==> src/rtl/tail_light_seq.sv <==
// Thunderbird-style tail-light sequencer: three lamps per side, turn sequencing, brake and hazard.
// Optional macro TURN_COMPLETE_EN lets an abandoned turn sequence run to its off state before leaving.
module tail_light_seq #(
  parameter int unsigned STEP_CYCLES = 1
) (
  input  logic clk,
  input  logic reset,
  input  logic left,
  input  logic right,
  input  logic brake,
  input  logic alarm,
  output logic la,
  output logic lb,
  output logic lc,
  output logic ra,
  output logic rb,
  output logic rc
);

  localparam int unsigned CNT_W = (STEP_CYCLES > 1) ? $clog2(STEP_CYCLES) : 1;
  localparam logic [CNT_W-1:0] CNT_LAST = CNT_W'(STEP_CYCLES - 1);

  typedef enum logic [2:0] {
    M_IDLE,
    M_BRAKE,
    M_LEFT,
    M_RIGHT,
    M_HAZARD
  } mode_t;

  typedef enum logic [3:0] {
    S_IDLE,
    S_BRAKE,
    S_L1,
    S_L2,
    S_L3,
    S_L0,
    S_R1,
    S_R2,
    S_R3,
    S_R0,
    S_H_ON,
    S_H_OFF
  } state_t;

  state_t           state;
  state_t           state_d;
  mode_t            req;
  mode_t            req_q;
  logic [CNT_W-1:0] cnt;
  logic             side_brake;
  logic             side_brake_d;
  logic             mode_change;
  logic             tick;
  logic             finishing;
  logic [5:0]       lamps;   // {lc, lb, la, rc, rb, ra}

  function automatic mode_t mode_of(state_t s);
    case (s)
      S_BRAKE:                   return M_BRAKE;
      S_L1, S_L2, S_L3, S_L0:    return M_LEFT;
      S_R1, S_R2, S_R3, S_R0:    return M_RIGHT;
      S_H_ON, S_H_OFF:           return M_HAZARD;
      default:                   return M_IDLE;
    endcase
  endfunction

  function automatic state_t entry_of(mode_t m);
    case (m)
      M_BRAKE:  return S_BRAKE;
      M_LEFT:   return S_L1;
      M_RIGHT:  return S_R1;
      M_HAZARD: return S_H_ON;
      default:  return S_IDLE;
    endcase
  endfunction

  function automatic state_t advance(state_t s);
    case (s)
      S_L1:    return S_L2;
      S_L2:    return S_L3;
      S_L3:    return S_L0;
      S_L0:    return S_L1;
      S_R1:    return S_R2;
      S_R2:    return S_R3;
      S_R3:    return S_R0;
      S_R0:    return S_R1;
      S_H_ON:  return S_H_OFF;
      S_H_OFF: return S_H_ON;
      default: return s;
    endcase
  endfunction

  // Lamp image for a state; the idle side of a turn shows the brake lights.
  function automatic logic [5:0] decode(state_t s, logic brk);
    logic [2:0] side;
    side = brk ? 3'b111 : 3'b000;
    case (s)
      S_BRAKE: return 6'b111_111;
      S_L1:    return {3'b001, side};
      S_L2:    return {3'b011, side};
      S_L3:    return {3'b111, side};
      S_L0:    return {3'b000, side};
      S_R1:    return {side, 3'b001};
      S_R2:    return {side, 3'b011};
      S_R3:    return {side, 3'b111};
      S_R0:    return {side, 3'b000};
      S_H_ON:  return 6'b111_111;
      default: return 6'b000_000;
    endcase
  endfunction

  always_comb begin
    if (alarm || (left && right)) req = M_HAZARD;
    else if (left)                req = M_LEFT;
    else if (right)               req = M_RIGHT;
    else if (brake)               req = M_BRAKE;
    else                          req = M_IDLE;
  end

  // A new request is itself a tick, so the entry state is held a full STEP_CYCLES.
  assign mode_change = (req != req_q);
  assign tick        = mode_change || (cnt == CNT_LAST);

  always_comb begin
`ifdef TURN_COMPLETE_EN
    finishing = (state inside {S_L1, S_L2, S_L3, S_R1, S_R2, S_R3}) && (req != M_HAZARD);
`else
    finishing = 1'b0;
`endif
  end

  // NOTE: every variable gets a default before the branches so no latch is inferred.
  always_comb begin
    state_d      = state;
    side_brake_d = side_brake;
    if (tick) begin
      side_brake_d = brake;
      if (mode_of(state) == req || finishing) state_d = advance(state);
      else                                    state_d = entry_of(req);
    end
  end

  // NOTE: sequential state uses non-blocking assignments so all registers update together.
  always_ff @(posedge clk or negedge reset) begin
    if (!reset) begin
      state      <= S_IDLE;
      req_q      <= M_IDLE;
      cnt        <= '0;
      side_brake <= 1'b0;
      lamps      <= '0;
    end else begin
      req_q      <= req;
      cnt        <= tick ? '0 : cnt + CNT_W'(1);
      state      <= state_d;
      side_brake <= side_brake_d;
      lamps      <= decode(state_d, side_brake_d);
    end
  end

  assign {lc, lb, la, rc, rb, ra} = lamps;

endmodule

==> config.mk <==
export PLATFORM = sky130hd
export DESIGN_NAME = tail_light_seq
export DESIGN_NICKNAME = d
export VERILOG_FILES = /design/src/rtl/tail_light_seq.sv
export SDC_FILE = /design/constraint.sdc
export NUM_CORES = 1
export LEC_CHECK = 0
export BUFFER_PORTS_ARGS = -buffer_cell sky130_fd_sc_hd__buf_2
export CAP_MARGIN = 20
export CORE_UTILIZATION = 51
export DETAILED_ROUTE_END_ITERATION = 10
export PLACE_DENSITY = 0.74
export SLEW_MARGIN = 20
export SYNTH_ARGS = -nofsm -noshare
export SYNTH_HDL_FRONTEND = slang
export SYNTH_SLANG_ARGS = --single-unit
==> constraint.sdc <==
create_clock -name clk -period 2.5 [get_ports clk]
set_clock_uncertainty 0.1 [all_clocks]
set_input_delay 0.375 -clock clk [delete_from_list [all_inputs] [get_ports clk]]
set_output_delay 0.375 -clock clk [all_outputs]
set_load 0.005 [all_outputs]
==> flow_metrics.env, run 1 <==
export IMPL_status="complete, but fails checks"
export IMPL_violations="setup timing"
export IMPL_cts_root_buf="clkbuf_4"
export IMPL_initial_core_util_pct=56.25
export IMPL_rsz0062_at_grt="true"
export IMPL_r2r_end="lamps[3]"
export IMPL_wire_per_inst_um=19.10
export IMPL_vias=1173
export IMPL_grt_usage_pct=29.58
export IMPL_yosysWarnings=0
export IMPL_grt_pass1_wl_um=4236
export IMPL_cp_end_kind="flip-flop"
export IMPL_rr_worst_depth=10
export IMPL_crit_path_frequent_cell="buf_6"
export IMPL_synth_top_area_share_pct=37.04
export IMPL_finalWorstSetupSlack_ns=-0.1473
export IMPL_overflow=0
export IMPL_rr_startpoint="state[2]"
export IMPL_fin_crit_ns=2.647
export IMPL_yosysSeqAreaShare_pct=37.04
export IMPL_cts_tree="done"
export IMPL_clk_latency_ns=0.31
export IMPL_grt_max_degree=16
export IMPL_cp_slowest_cell="or4_4"
export IMPL_startpoint="state[2]"
export IMPL_total_leakage_power_uw=0.0006878
export IMPL_hpwl_um=1907
export IMPL_crit_end="lamps[3]"
export IMPL_detail_route_iter0_violations=69
export IMPL_grt_pass1_vias=951
export IMPL_ys_top_cells_by_area="dfrtp_1 37%, nor2_1 4.1%, a21oi_1 3.5%"
export IMPL_worstHoldPathType="in -> reg"
export IMPL_slowest_delay_ns=0.48
export IMPL_nNetsFinal=169
export IMPL_crit_arrival_ns=2.73
export IMPL_maxSlewViolCount=0
export IMPL_cp_max_fo=8
export IMPL_syn_area_mm2=0.001013
export IMPL_avgSynthCellArea_um2=8.737
export IMPL_cp_depth=10
export IMPL_timing_final_crit_share_pct=105.9
export IMPL_die_area_mm2=0.002170
export IMPL_boundaryPins=12
export IMPL_clk_path_buf_depth=2
export IMPL_fin_area_mm2=0.001553
export IMPL_antenna_left=0
export IMPL_synth_seq_cells=15
export IMPL_max_freq_ghz=0.3777
export IMPL_post_place_ws_ns=-0.1398
export IMPL_antenna_found_initial=0
export IMPL_vdd_drop_max_uv=794.5
export IMPL_power_per_cell_area_mw_per_mm2=1216
export IMPL_numCtsBuffers=3
export IMPL_busiest_layer="met2"
export IMPL_rows=15
export IMPL_die_x_um=46.58
export IMPL_yosysTopAreaCell="dfrtp_1"
export IMPL_area_growth_syn_to_layout_pct=53.21
export IMPL_clk_pin_slew_ns=0.11
export IMPL_use_met3_pct=7.451
export IMPL_gp_congestion=0.8627
export IMPL_final_cells=187
export IMPL_routed_wl_um=3572
export IMPL_syn_nets=122
export IMPL_grt_util_met1_pct=38.82
export IMPL_portBuffers=11
export IMPL_hold_viol_final=0
export IMPL_vias_per_cell=6.273
export IMPL_die_h_um=46.58
export IMPL_drive_above_1_share_pct=46.30
export IMPL_ys_types=45
export IMPL_critPathLaunchType="flip-flop"
export IMPL_synth_cells=116
export IMPL_post_place_cells=174
export IMPL_post_route_drc_count=0
export IMPL_cts_num_sinks=15
export IMPL_htree_levels=1
export IMPL_coreArea_mm2=0.001802
export IMPL_required_ns=2.59
export IMPL_worstMarginPinSlew_ns=0.7292
export IMPL_met2_usage_pct=43.61
export IMPL_relSlewSlack_pct=51.02
export IMPL_crit_type="reg -> reg"
export IMPL_setup_viol=6
export IMPL_fin_util_pct=86.18
export IMPL_worstPathBufferInverterCount=2
export IMPL_min_delay_start="alarm"
export IMPL_antenna_cells=0
export IMPL_reg2reg_slack_ns=-0.15
export IMPL_firstDrtPassIters=4
export IMPL_postPlaceCellArea_mm2=0.001279
export IMPL_drv_cap=0
export IMPL_critPathTopFamily="compound AO/OA/AOI/OAI gates"
export IMPL_crit_chain="buf_6 -> o21ai_2 -> nor4b_4 -> a221oi_4 -> or4_4 -> a31oi_4 -> buf_6 -> o21bai_1 -> a21oi_1 -> a211o_1"
==> cell usage after synthesis, drive strengths merged <==
cell    count
a211o       1
a21o        2
a21oi       7
a221oi      2
a31oi       3
and2        1
and4b       1
buf         7
clkinv      1
conb        1
dfrtp      15
inv         4
mux2i       2
nand2       8
nand2b      2
nand3       5
nand3b      1
nand4b      2
nor2       11
nor2b       1
nor3        8
nor4        2
nor4b       1
o211ai      2
o21a        1
o21ai       8
o21bai      1
o221ai      1
o22ai       2
o311ai      1
o31a        1
o31ai       2
or2         1
or4         2
xnor2       4
xor2        2
==> how the worst min path moves through the flow <==
| stage | endpoint | slack (ns) | cells after the start |
|---|---|---|---|
| final | req_q[0] | 0.26 | 2 |
| after global routing | req_q[0] | 0.27 | 2 |
| after CTS | req_q[0] | 0.25 | 2 |
| after detailed placement | lamps[3] | 0.19 | 1 |
| after global placement | req_q[2] | 0.19 | 1 |
| after floorplan | cnt | -0.02 | 0 |
==> metrics by stage <==
step	TNS (ns)	hold slack [ns]	total power, µW
2_1_floorplan	-0.01501	-0.02059	909.2
3_3_place_gp	-0.03805	0.1858	1235
3_5_place_dp	-0.5831	0.1920	1273
4_1_cts	-0.07925	0.2533	1479
5_1_grt	-0.7930	0.2671	1962
6_report	-0.3442	0.2597	1887
==> placed cells by master (no fill, tap or decap), types with 2 or more instances in the layout <==
cell / count
a21o_1: 2
a21oi_1: 7
a221oi_4: 2
a31oi_4: 2
buf_12: 2
buf_2: 12
buf_4: 28
buf_6: 5
clkbuf_4: 3
dfrtp_1: 14
inv_1: 4
mux2i_1: 2
nand2_1: 8
nand2b_1: 2
nand3_1: 5
nand4b_1: 2
nor2_1: 9
nor2_2: 2
nor3_1: 6
nor3_2: 2
nor4_1: 2
o211ai_1: 2
o21ai_0: 4
o21ai_2: 2
o22ai_2: 2
or4_4: 2
xnor2_1: 3
==> area by class of cell <==
| type | count | area (µm²) |
|---|---|---|
| Clock buffer | 3 | 22.52 |
| Clock inverter | 1 | 5.005 |
| Fill cell | 102 | 249.0 |
| Inverter | 5 | 18.77 |
| Multi-Input combinational cell | 90 | 721.9 |
| Sequential cell | 15 | 376.6 |
| Tap cell | 25 | 31.28 |
| Timing Repair Buffer | 48 | 376.6 |
==> where the power goes <==
group | switching (µW) | total, µW | internal (µW)
clock | 90.6 | 150 | 59.9
sequential | 59.4 | 387 | 327
combinational | 688 | 1350 | 662
==> metal layers <==
metal  routed length, µm  vias up  part of all wire [%]
li1                    -      523                     -
met4                 115        0                   3.2
met1                1353      581                    38
met2                1881       55                    53
met5                   0        -                     0
met3                 221       14                   6.2
==> kinds of logic (layout without fill, tap and decap cells) <==
kind of cell	after synthesis	after routing	share of synthesized area, %
and+or+nand+nor	46	46	25.06
AOI/OAI and AO/OA	34	35	24.69
DFF	15	15	37.04
buffers and inverters	12	57	5.678
xor gates and xnor gates	6	6	5.185
muxes	2	2	1.975
other	1	1	0.3700
==> timing repair <==
item,in CTS,in global routing
pin swaps,2,3
hold buffers,1,0
cloned,0,2
resized for setup,5,25
setup buffers,1,5
hold endpoints to repair,15,0
setup endpoints to repair,7,7
==> flip-flops by register name, indices dropped and copies added (netlist names) <==
signal      flops
lamps           6
state           4
req_q           3
cnt             1
side_brake      1
No activity file was read; power rests on OpenSTA's default activity.
==> run 2, diff against run 1 <==
--- a/config.mk
+++ b/config.mk
@@ -7,9 +7,9 @@
 export LEC_CHECK = 0
 export BUFFER_PORTS_ARGS = -buffer_cell sky130_fd_sc_hd__buf_2
 export CAP_MARGIN = 20
-export CORE_UTILIZATION = 51
+export CORE_UTILIZATION = 55
 export DETAILED_ROUTE_END_ITERATION = 10
-export PLACE_DENSITY = 0.74
+export PLACE_DENSITY = 0.76
 export SLEW_MARGIN = 20
 export SYNTH_ARGS = -nofsm -noshare
 export SYNTH_HDL_FRONTEND = slang
==> constraint.sdc (replaced) <==
create_clock -name clk -period 2.8 [get_ports clk]
set_clock_uncertainty 0.1 [all_clocks]
set_input_delay 0.42 -clock clk [delete_from_list [all_inputs] [get_ports clk]]
set_output_delay 0.42 -clock clk [all_outputs]
set_load 0.005 [all_outputs]
==> run 2 against run 1 <==
  * The flow now finishes without violations
  * Register-to-register slack better by 0.24 ns
  * Die area down 7.0%
  * Global-route usage down 5.0 points
  * Largest cell class unchanged
  * Non-clock buffer count down 26
  * Critical endpoint is now lamps[4]
  * Final area down 24%
==> flow_metrics.env, run 2 (same netlist as run 1, synthesis figures left out) <==
export IMPL_hold_viol_final=0
export IMPL_final_common_cell="dfrtp_1"
export IMPL_total_leakage_power_uw=0.0005015
export IMPL_cp_end_kind="flip-flop"
export IMPL_htree_levels=1
export IMPL_drv_cap=0
export IMPL_critPathLaunchType="flip-flop"
export IMPL_hpwl_um=1613
export IMPL_relSlewSlack_pct=65.77
export IMPL_wire_per_inst_um=13.42
export IMPL_timing_final_crit_share_pct=96.85
export IMPL_post_route_drc_count=0
export IMPL_cts_root_buf="clkbuf_4"
export IMPL_crit_type="reg -> reg"
export IMPL_coreArea_mm2=0.001727
export IMPL_grt_max_degree=16
export IMPL_rr_startpoint="state[2]"
export IMPL_multi_input_comb_area_um2=593.1
export IMPL_antenna_left=0
export IMPL_reg_top3="lamps (6), state (4), req_q (3)"
export IMPL_setup_viol=0
export IMPL_detail_route_iter0_violations=30
export IMPL_largest_register_ffs=6
export IMPL_max_freq_ghz=0.3687
export IMPL_maxSlewViolCount=0
export IMPL_nNetsFinal=143
export IMPL_initial_core_util_pct=58.70
export IMPL_gp_congestion=0.8799
export IMPL_clk_path_buf_depth=2
export IMPL_vdd_drop_max_uv=587.7
export IMPL_clk_latency_ns=0.28
export IMPL_r2r_end="lamps[4]"
export IMPL_n_fill_cell=157
export IMPL_die_h_um=44.93
export IMPL_crit_arrival_ns=2.75
export IMPL_cts_tree="done"
export IMPL_grt_pass1_wl_um=3553
export IMPL_regMostFlops="lamps"
export IMPL_cp_max_fo=13
export IMPL_area_growth_syn_to_layout_pct=17.16
export IMPL_hold_depth=2
export IMPL_status="finished, final reports clean"
export IMPL_antenna_cells=0
export IMPL_rr_worst_depth=9
export IMPL_firstDrtPassIters=4
export IMPL_die_x_um=44.93
export IMPL_routed_wl_um=2161
export IMPL_overflow=0
export IMPL_final_cell_mix="13 x dfrtp_1, 11 x nor2_1, 11 x buf_2, 10 x buf_4, 8 x nand2_1"
export IMPL_antenna_found_initial=0
export IMPL_vias_per_cell=5.739
export IMPL_portBuffers=11
export IMPL_boundaryPins=12
export IMPL_min_delay_start="left"
export IMPL_cts_num_sinks=15
export IMPL_rows=15
export IMPL_grt_pass1_vias=795
export IMPL_worstMarginPinSlew_ns=0.5095
export IMPL_worstHoldEndpoint="req_q[0]"
export IMPL_p_total_uw=1148
export IMPL_vias=924
export IMPL_numCtsBuffers=3
export IMPL_drive_above_1_share_pct=25.00
export IMPL_required_ns=2.84
export IMPL_power_per_cell_area_mw_per_mm2=967.1
export IMPL_fin_crit_ns=2.712
export IMPL_reg2reg_slack_ns=0.09
export IMPL_seq_area_um2=377.9
export IMPL_die_area_mm2=0.002018
export IMPL_grt_usage_pct=24.54
export IMPL_setup_tns_ns=0
export IMPL_clk_pin_slew_ns=0.08
export IMPL_worstHoldPathType="in -> reg"
export IMPL_rsz0062_at_grt="true"
[run 2: changes by cell type in the layout (fill, tap and decap cells not counted), sizes merged]
cell and change:
a31oi +1, inv -1, buf -26, a221oi -1
clkbuf +1
[run 2: worst max-delay path: stages, from the launching register on]
cell and delay (ns):
dfrtp_2 0.46, or2_1 0.28, o21ai_2 0.21, a221oi_2 0.13, or4_1 0.57, a31oi_2 0.20, buf_4 0.19, nor2b_1 0.19
o21ai_1 0.10, o311ai_0 0.14
[run 2: worst max path at each step]
stage | start | to | slack, ns | cells after the start
floorplan | left | lamps[3] | 0.18 | 9
global placement | left | lamps[3] | 0.12 | 10
detailed placement | left | lamps[1] | 0.02 | 9
CTS | state[1] | lamps[1] | 0.02 | 8
global route | state[1] | lamps[4] | -0.04 | 9
finish | state[2] | lamps[4] | 0.09 | 9
[run 2: metal layers]
metal,wire length [µm],vias up,GRT usage (%)
met5,0,-,0
met4,20,0,10.30
met3,51,4,4.000
met2,1047,12,38.55
met1,1042,439,33.50
li1,-,469,-
[run 2: area by class of cell]
class                   instances  area share [%]
multi-input cells              90           49.95
flip-flops and latches         15           31.82
repair buffers                 22           11.80
well taps                      25           2.634
clock buffers                   4           2.213
inverters                       5           1.581
[run 2: power by group]
group | switching [µW] | leakage (µW) | internal [µW] | total [µW]
sequential | 72.4 | 0.000176 | 293 | 365
clock | 62.7 | 0.0000150 | 55.3 | 118
combinational | 365 | 0.000310 | 300 | 665
total | 500 | 0.000501 | 648 | 1150
[run 2: through the flow]
stage / instances / hold WS (ns) / cell area [µm²] / worst slack, ns / utilization [%]
2_1_floorplan: 116 / 0.02441 / 1013 / 0.1801 / -
3_3_place_gp: 154 / 0.2304 / 1129 / 0.1221 / 65.36
3_5_place_dp: 154 / 0.2395 / 1129 / 0.02456 / 65.36
4_1_cts: 159 / 0.3178 / 1165 / 0.01728 / 67.46
5_1_grt: 161 / 0.3240 / 1187 / -0.03785 / 68.77
6_report: 161 / 0.3194 / 1187 / 0.08811 / 68.77
[run 2: what timing repair did]
action | CTS | global route
endpoints found under the hold margin | 15 | 0
setup buffers | 0 | 1
gates resized for setup | 0 | 2
hold buffers | 1 | 0
endpoints found under the setup margin | 0 | 4
==> run 3, diff against run 2 <==
--- a/config.mk
+++ b/config.mk
@@ -5,6 +5,7 @@
 export SDC_FILE = /design/constraint.sdc
 export NUM_CORES = 1
 export LEC_CHECK = 0
+export ABC_AREA = 1
 export BUFFER_PORTS_ARGS = -buffer_cell sky130_fd_sc_hd__buf_2
 export CAP_MARGIN = 20
 export CORE_UTILIZATION = 55
==> run 3 against run 2 <==
  * Total power up 6.3%
  * Clock-buffer cell count decreased by 1
  * Cell count is 20% higher
  * Synthesized cell count increased by 32%
  * Sequential power shrank 4%
  * Non-clock buffer count decreased by 10
  * Critical path depth up 7
  * Area after synthesis rose by 8.1%
  * Critical path type unchanged
  * Largest cell class unchanged
  * Highest routed layer unchanged
==> flow_metrics.env, run 3 <==
export IMPL_status="finished, final reports clean"
export IMPL_timing_final_crit_share_pct=75.30
export IMPL_grt_pass1_vias=874
export IMPL_gp_congestion=0.9010
export IMPL_boundaryPins=12
export IMPL_multi_input_comb_area_um2=643.1
export IMPL_antenna_left=0
export IMPL_initial_core_util_pct=60.83
export IMPL_overflow=0
export IMPL_fin_crit_ns=2.108
export IMPL_synth_cells=153
export IMPL_synthTopCellsByCount="47 x nand2_1, 18 x nand3_1, 15 x dfrtp_1"
export IMPL_coreArea_mm2=0.001802
export IMPL_die_h_um=46.64
export IMPL_critPathLaunchType="flip-flop"
export IMPL_crit_arrival_ns=2.18
export IMPL_rows=15
export IMPL_die_area_mm2=0.002175
export IMPL_reg_top3="lamps (6), state (4), req_q (3)"
export IMPL_cp_depth=16
export IMPL_yosysWarnings=0
export IMPL_drv_cap=0
export IMPL_r2r_end="lamps[0]"
export IMPL_syn_nets=159
export IMPL_cp_max_fo=8
export IMPL_firstDrtPassIters=4
export IMPL_vdd_drop_max_uv=641.5
export IMPL_antenna_cells=0
export IMPL_die_x_um=46.64
export IMPL_ys_async_sr_fraction_pct=100.0
export IMPL_crit_path_frequent_cell="nand2_1"
export IMPL_crit_type="reg -> reg"
export IMPL_regMostFlops="lamps"
export IMPL_critPathTopFamily="simple AND/OR/NAND/NOR gates"
export IMPL_post_place_ws_ns=0.6046
export IMPL_p_total_uw=1220
export IMPL_yosysTopAreaCell="dfrtp_1"
export IMPL_vias=964
export IMPL_post_cts_buffers=0
export IMPL_synth_edf_count=0
export IMPL_cp_slowest_cell="dfrtp_1"
export IMPL_cts_root_buf="clkbuf_4"
export IMPL_drive_above_1_share_pct=32.54
export IMPL_finalWorstSetupSlack_ns=0.6916
export IMPL_antenna_found_initial=0
export IMPL_cts_num_sinks=15
export IMPL_startpoint="state[3]"
export IMPL_synth_seq_cells=15
export IMPL_synth_top_area_share_pct=34.25
export IMPL_avgSynthCellArea_um2=7.164
export IMPL_maxSlewViolCount=0
export IMPL_total_leakage_power_uw=0.0006555
export IMPL_worstPathBufferInverterCount=2
export IMPL_ys_types=20
export IMPL_ys_top_cells_by_area="dfrtp_1 34%, nand2_1 16%, nand3_1 8.2%"
export IMPL_cp_end_kind="flip-flop"
export IMPL_final_common_cell="nand2_1"
export IMPL_crit_chain="inv_2 -> nand2_1 -> nand2_1 -> nand2_1 -> nand2_1 -> nand2_2 -> nor2_4 -> nand3_1 -> nand3_1 -> nand2_2 -> nand2_1 -> inv_1 -> nand2_1 -> nand2_2 -> nor2_2 -> nand3_1"
export IMPL_power_per_cell_area_mw_per_mm2=1000
export IMPL_min_delay_start="brake"
export IMPL_ys_flop_type="dfrtp_1"
export IMPL_final_cell_mix="47 x nand2_1, 18 x nand3_1, 15 x dfrtp_1, 12 x nand2_2, 12 x inv_1"
export IMPL_max_freq_ghz=0.4743
export IMPL_clk_latency_ns=0.28
export IMPL_htree_levels=1
export IMPL_nNetsFinal=176
export IMPL_wire_per_inst_um=11.22
export IMPL_hpwl_um=1751
export IMPL_yosysMostFrequentCell="nand2_1"
export IMPL_numCtsBuffers=3
export IMPL_setup_tns_ns=0
export IMPL_portBuffers=11
export IMPL_detail_route_iter0_violations=22
export IMPL_clk_path_buf_depth=2
export IMPL_vias_per_cell=4.969
export IMPL_largest_register_ffs=6
export IMPL_worstHoldPathType="in -> reg"
export IMPL_grt_usage_pct=23.87
export IMPL_rr_worst_depth=16
export IMPL_hold_viol_final=0
export IMPL_rsz0062_at_grt="false"
export IMPL_setup_viol=0
export IMPL_rr_startpoint="state[3]"
export IMPL_post_route_drc_count=0
export IMPL_crit_end="lamps[0]"
export IMPL_clk_pin_slew_ns=0.09
export IMPL_n_fill_cell=169
export IMPL_slowest_delay_ns=0.48
export IMPL_area_growth_syn_to_layout_pct=11.30
export IMPL_yosysSeqAreaShare_pct=34.25
export IMPL_grt_max_degree=16
export IMPL_reg2reg_slack_ns=0.69
export IMPL_syn_area_mm2=0.001096
export IMPL_cts_tree="done"
export IMPL_grt_pass1_wl_um=3643
export IMPL_routed_wl_um=2176
export IMPL_required_ns=2.87
export IMPL_seq_area_um2=375.4
-- run 3: cell count changes after synthesis, sizes merged, moves of 3 or more --
cell and change:
nand2 +55, nand3 +17, buf -7, a31oi -3, a21oi -4, nor3 -8, xnor2 -3, inv +16
nor2 +9, o21ai -3
-- run 3: worst register-to-register path, cell delays in order, from the launching register on --
cell and delay (ns):
dfrtp_1 0.48, inv_2 0.15, nand2_1 0.06, nand2_1 0.11, nand2_1 0.09, nand2_1 0.08, nand2_2 0.06, nor2_4 0.11
nand3_1 0.09, nand3_1 0.13, nand2_2 0.09, nand2_1 0.08, inv_1 0.04, nand2_1 0.06, nand2_2 0.07, nor2_2 0.12
nand3_1 0.09
-- run 3: how the worst min path moves through the flow --
stage | end | cells past startpoint
2_1_floorplan | cnt | 0
3_3_place_gp | cnt | 1
3_5_place_dp | req_q[2] | 1
4_1_cts | side_brake | 3
5_1_grt | req_q[2] | 3
6_report | side_brake | 3
-- run 3: final cells by class --
cell class              instances  share of cell area, %
multi-input cells             118                  52.72
flip-flops and latches         15                  30.77
inverters                      20                  6.359
repair buffers                 12                  5.333
well taps                      25                  2.564
clock buffers                   3                  1.846
clock inverters                 1                 0.4103
-- run 3: timing repair --
action,CTS,global route
hold buffers,1,0
hold endpoints to repair,15,0
resized for setup,0,0
-- run 3: cell families (layout without fill, tap and decap cells) --
group,after synthesis,in the layout,share of synthesized area (%)
xor+xnor,3,3,2.398
flops,15,15,34.25
compound gates,9,9,4.337
simple gates,105,105,51.60
other cells,1,1,0.3421
buf+inv,20,36,7.078
-- run 3: routing by layer --
metal	vias up	routed length (µm)	global-route usage [%]
met5	-	0	0
met4	0	23	8.571
met3	4	53	2.353
met2	17	1099	40.00
met1	434	999	31.57
li1	509	-	-
-- run 3: stage by stage --
step	hold slack [ns]	instance area, µm²	std cells	util, %
2_1_floorplan	0.02441	1096	153	-
3_3_place_gp	0.2352	1182	189	65.63
3_5_place_dp	0.2410	1182	189	65.63
4_1_cts	0.3552	1220	194	67.71
5_1_grt	0.3773	1220	194	67.71
6_report	0.3640	1220	194	67.71
-- run 3: where the power goes --
| part | switching [µW] | total (µW) | internal [µW] |
|---|---|---|---|
| Combinational | 485 | 742 | 257 |
| Sequential | 58.3 | 352 | 294 |
| Clock | 73.1 | 126 | 53.0 |
